File: src/rtl/prim_slice_packer_pkg.sv
// Helpers shared by the slice packer files.
package prim_slice_packer_pkg;

  // Integer ceiling division, used to size the beat buffer.
  function automatic int unsigned ceil_div(input int unsigned a, input int unsigned b);
    return (a + b - 1) / b;
  endfunction

endpackage

File: src/rtl/prim_slice_packer.sv
// Slice packer: assembles LSB-first SliceW-bit beats into one WordW-bit word.
// Ports:
//   clk_i, rst_ni                 clock, async active-low reset
//   clear_i                       synchronous abort of partial and pending words
//   slice_valid_i/ready_o/data_i  input beat handshake and payload
//   slice_last_i                  ends the current word early
//   word_valid_o/ready_i/data_o   assembled word handshake and payload
//   word_nbeats_o                 beats contained in word_data_o (1..NumBeats)
module prim_slice_packer
  import prim_slice_packer_pkg::*;
#(
  parameter int unsigned WordW  = 64,
  parameter int unsigned SliceW = 8,
  parameter int unsigned IndexW = 4
) (
  input  logic              clk_i,
  input  logic              rst_ni,
  input  logic              clear_i,
  input  logic              slice_valid_i,
  output logic              slice_ready_o,
  input  logic [SliceW-1:0] slice_data_i,
  input  logic              slice_last_i,
  output logic              word_valid_o,
  input  logic              word_ready_i,
  output logic [WordW-1:0]  word_data_o,
  output logic [IndexW:0]   word_nbeats_o
);

  localparam int unsigned NumBeats = ceil_div(WordW, SliceW);
  localparam int unsigned CntW     = IndexW + 1;
  localparam int unsigned BufW     = SliceW * NumBeats;
  localparam logic [IndexW-1:0] LastIdx = IndexW'(NumBeats - 1);

  // Beat index must be able to address every beat of the word.
  if (WordW > SliceW * (2 ** IndexW)) begin : g_param_check
    $error("prim_slice_packer: WordW exceeds SliceW*2**IndexW");
  end

  logic [IndexW-1:0] cnt_q;
  logic [BufW-1:0]   unrolled_buf_q;
  logic [BufW-1:0]   buf_d;
  logic              beat_acc;
  logic              word_drain;
  logic              word_done;

  assign slice_ready_o = !clear_i && (!word_valid_o || word_ready_i);
  assign beat_acc      = slice_valid_i && slice_ready_o;
  assign word_drain    = word_valid_o && word_ready_i;
  assign word_done     = beat_acc && ((cnt_q == LastIdx) || slice_last_i);
  assign word_data_o   = unrolled_buf_q[WordW-1:0];

  // Next buffer: beat 0 zero-fills the upper beats, then the beat lands at its slot.
  always_comb begin
    buf_d = (cnt_q == '0) ? '0 : unrolled_buf_q;
    for (int unsigned b = 0; b < NumBeats; b++) begin
      if (cnt_q == IndexW'(b)) begin
        buf_d[b*SliceW +: SliceW] = slice_data_i;
      end
    end
  end

  // FILL/FULL is carried by word_valid_o together with the beat counter.
  always_ff @(posedge clk_i or negedge rst_ni) begin
    if (!rst_ni) begin
      cnt_q          <= '0;
      unrolled_buf_q <= '0;
      word_valid_o   <= 1'b0;
      word_nbeats_o  <= '0;
    end else if (clear_i) begin
      cnt_q        <= '0;
      word_valid_o <= 1'b0;
    end else begin
      if (beat_acc) begin
        unrolled_buf_q <= buf_d;
      end
      if (word_done) begin
        // A drain in the same cycle is superseded by the new word.
        cnt_q         <= '0;
        word_valid_o  <= 1'b1;
        word_nbeats_o <= CntW'(cnt_q) + CntW'(1);
      end else begin
        if (beat_acc) begin
          cnt_q <= cnt_q + IndexW'(1);
        end
        if (word_drain) begin
          word_valid_o <= 1'b0;
        end
      end
    end
  end

  // slice_last_i is only meaningful alongside a valid beat.
  a_last_needs_valid: assert property (
    @(posedge clk_i) disable iff (!rst_ni) slice_last_i |-> slice_valid_i
  );

endmodule
File: config.mk
export PLATFORM = sky130hd
export DESIGN_NAME = prim_slice_packer
export DESIGN_NICKNAME = d
export VERILOG_FILES = /design/src/rtl/prim_slice_packer_pkg.sv /design/src/rtl/prim_slice_packer.sv
export SDC_FILE = /design/constraint.sdc
export NUM_CORES = 1
export LEC_CHECK = 0
export BUFFER_PORTS_ARGS = -buffer_cell sky130_fd_sc_hd__buf_2
export CAP_MARGIN = 10
export CORE_UTILIZATION = 40
export CTS_CLUSTER_DIAMETER = 120
export DETAILED_ROUTE_END_ITERATION = 6
export PLACE_DENSITY_LB_ADDON = 0.05
export SYNTH_ARGS = -nofsm -noshare
export SYNTH_HDL_FRONTEND = slang
export SYNTH_SLANG_ARGS = --single-unit
File: constraint.sdc
create_clock -name clk_i -period 2.2 [get_ports clk_i]
set_input_delay 0.44 -clock clk_i [delete_from_list [all_inputs] [get_ports clk_i]]
set_output_delay 0.44 -clock clk_i [all_outputs]
set_load 0.02 [all_outputs]
==> metrics <==
post-synthesis sequential area ratio 0.608; Die X 89.2 µm; Post-synth EDFFs 0; total power roughly 3 mW; Die Ht 89.2 µm; largest net degree at the start of global routing 75; crit start category flip-flop; commonest non-fill, non-tap cell in the layout buf_2; asr flop ratio synth 1.00; power per cell area 783 mW/mm²; initial core utilization 0.417; CP max stage cell dfrtp_1; initial antenna violation count 0; status finished, final reports clean; most frequent cells in the layout 84 x buf_2, 74 x dfrtp_1, 24 x a22o_1, 24 x a32o_1, 14 x o21ai_0; Pre-Repair DR Iteration Count 4; number of synthesis warnings 0; DPL Wire Length approximately 5000 µm; DR vias/cell 5.42; Setup-failing EPs final 0; Final #Nets 341; Min-Delay Path Class primary input to async pin; Synth cell types 36; Pins Over Slew Limit 0; Critical Path RT 2.43 ns; CTS H-tree depth 3; crit-path max FO 8; met1 Track Usage GR 0.304; post-synth design cell area 0.00304 mm²; final worst-path cycle share 0.802; DR WL/cell 17.8 µm; Area growth syn-to-layout 24.9%; Mapped Nets between 200 and 300; Post-CTS Setup Repair Bufs 0; CTS root buf clkbuf_8; RSZ-0062 raised after global routing no; f_max 567 MHz; Mapped Cells 240; Resized cells post-CTS 0; number of global-route vias before repair about 2200; Die Footprint between 0.007 and 0.008 mm²; I/O pin cnt 85; antenna-violating nets left 0; gpl congestion just over 0.7; CTS tree built; GR Overflow Total 0; Top FF cell, synth dfrtp_1; Worst-path clk slew 0.08 ns; Core ar. approximately 0.0073 mm²; setup TNS 0 ns; Hold Violations, Final 0; vias 2314; Port Buffers 84; GRT Total Usage 0.206; Leak roughly 1.9 nW; first-pass GRT wire length 11800 µm; GR Util met3 0.0508; Worst setup EP type flip-flop; later-pin clock latency in the skew report 0.35 ns; Rel. slew slack 0.644; # diodes 0; drt initial violations 162; reg2reg setup slack 0.44 ns; DRC Markers 0; CP Data Arrival Time about 2 ns; row cnt 31; Worst path max stage delay about 0.41 ns; CP Class flip-flop to flip-flop; GRT met2 Usage 0.294; Seq cells post-synth 74; Tightest Pin Transition 0.530 ns; TritonCTS Buffers 9; max-cap check violation count 0; CTS Buffer Depth 2; grt peak-use layer met1; Sink Count 74; VDD IR max around 0.00031 V; final wirelength 7600 µm; CP cell instances inv_1, ha_1, nor3b_1, buf_4, a21o_1, nand2_1, a22o_1; cts hold-fix bufs 0; minimum clock period 1.76 ns; share of layout cells above drive strength 1 0.393; Final Skew 0.0122 ns; Avg Cell Area, Syn 12.7 µm²
flip-flops by register name, summed over array words and instances, names as in the netlist:
name           flops
word_nbeats_o      5
word_data_o       64
word_valid_o       1
cnt_q              4
cells by family (layout without fill, tap and decap cells):
logic type / after synthesis / in the layout / share of synthesized area
fa+ha+maj: 4 / 4 / 0.0164
simple gates: 40 / 40 / 0.0834
compound gates: 77 / 77 / 0.206
xor+xnor: 1 / 1 / 0.00288
buf+inv: 34 / 122 / 0.0460
mux: 10 / 10 / 0.0370
flops: 74 / 74 / 0.608
area by class of cell:
cell class / count / area [µm²]
clock inverter: 6 / 72.6
fill: 707 / 3490
clock buffer: 10 / 138
tap: 99 / 124
timing repair buffer: 94 / 520
inverter: 12 / 45.0
sequential: 74 / 1850
multi-input combinational: 132 / 1050
cell usage after synthesis, types with 2 or more instances:
| cell type | instances | share of area |
|---|---|---|
| clkbuf_1 | 10 | 0.012 |
| a21o_1 | 2 | 0.0049 |
| buf_4 | 2 | 0.0049 |
| nor2_1 | 7 | 0.0086 |
| buf_1 | 6 | 0.0074 |
| nand2b_1 | 2 | 0.0041 |
| nand2_1 | 6 | 0.0074 |
| ha_1 | 4 | 0.016 |
| nor2b_1 | 2 | 0.0041 |
| a32o_1 | 24 | 0.079 |
| o21ai_0 | 14 | 0.023 |
| and3_1 | 2 | 0.0041 |
| inv_1 | 11 | 0.014 |
| mux2_2 | 10 | 0.037 |
| a21oi_1 | 4 | 0.0066 |
| dfrtp_1 | 74 | 0.61 |
| o21ai_2 | 3 | 0.0086 |
| nand3_1 | 11 | 0.018 |
| a22o_1 | 24 | 0.069 |
| o31ai_1 | 3 | 0.0074 |
| buf_2 | 4 | 0.0066 |
power by group:
| group | internal (mW) | switching, mW |
|---|---|---|
| Clock | 0.567 | 0.524 |
| Sequential | 1.43 | 0.0364 |
| Combinational | 0.149 | 0.273 |
through the flow:
stage	util	hold slack (ns)	setup slack [ns]	cells	area (µm²)
CTS	0.522	0.130	0.411	427	3800
detailed placement	0.493	0.477	0.341	411	3590
finish	0.522	0.0954	0.435	427	3800
floorplan	-	0.144	0.418	240	3040
global route	0.522	0.143	0.292	427	3800
global placement	0.493	0.472	0.348	411	3590
per-layer routing:
metal / wire [µm] / part of all wire / up-vias
li1: - / - / 1054
met2: 3320 / 0.44 / 80
met4: 85 / 0.011 / 0
met5: 0 / 0 / -
met1: 3750 / 0.49 / 1172
met3: 444 / 0.058 / 8
worst max-delay path: cells and delay by family, from the launching register on:
| family | cells | cell delay [ns] |
|---|---|---|
| flops | 1 | 0.41 |
| simple gates | 2 | 0.37 |
| compound gates | 2 | 0.35 |
| buf+inv | 2 | 0.33 |
| fa+ha+maj | 1 | 0.19 |
final timing paths:
| check | start | to | cells past startpoint |
|---|---|---|---|
| max in group asynchronous | rst_ni | word_data_o[48]$_DFFE_PN0P_ | 2 |
| worst max-delay path | cnt_q[0]$_DFFE_PN0P_ | word_data_o[44]$_DFFE_PN0P_ | 7 |
| worst min register to register | word_data_o[16]$_DFFE_PN0P_ | word_data_o[16]$_DFFE_PN0P_ | 1 |
| worst max register to register | cnt_q[0]$_DFFE_PN0P_ | word_data_o[44]$_DFFE_PN0P_ | 7 |
| min in group clk_i | slice_valid_i | cnt_q[2]$_DFFE_PN0P_ | 3 |
| worst min-delay path | rst_ni | word_data_o[32]$_DFFE_PN0P_ | 2 |
Power figures use the tool's default switching activity.
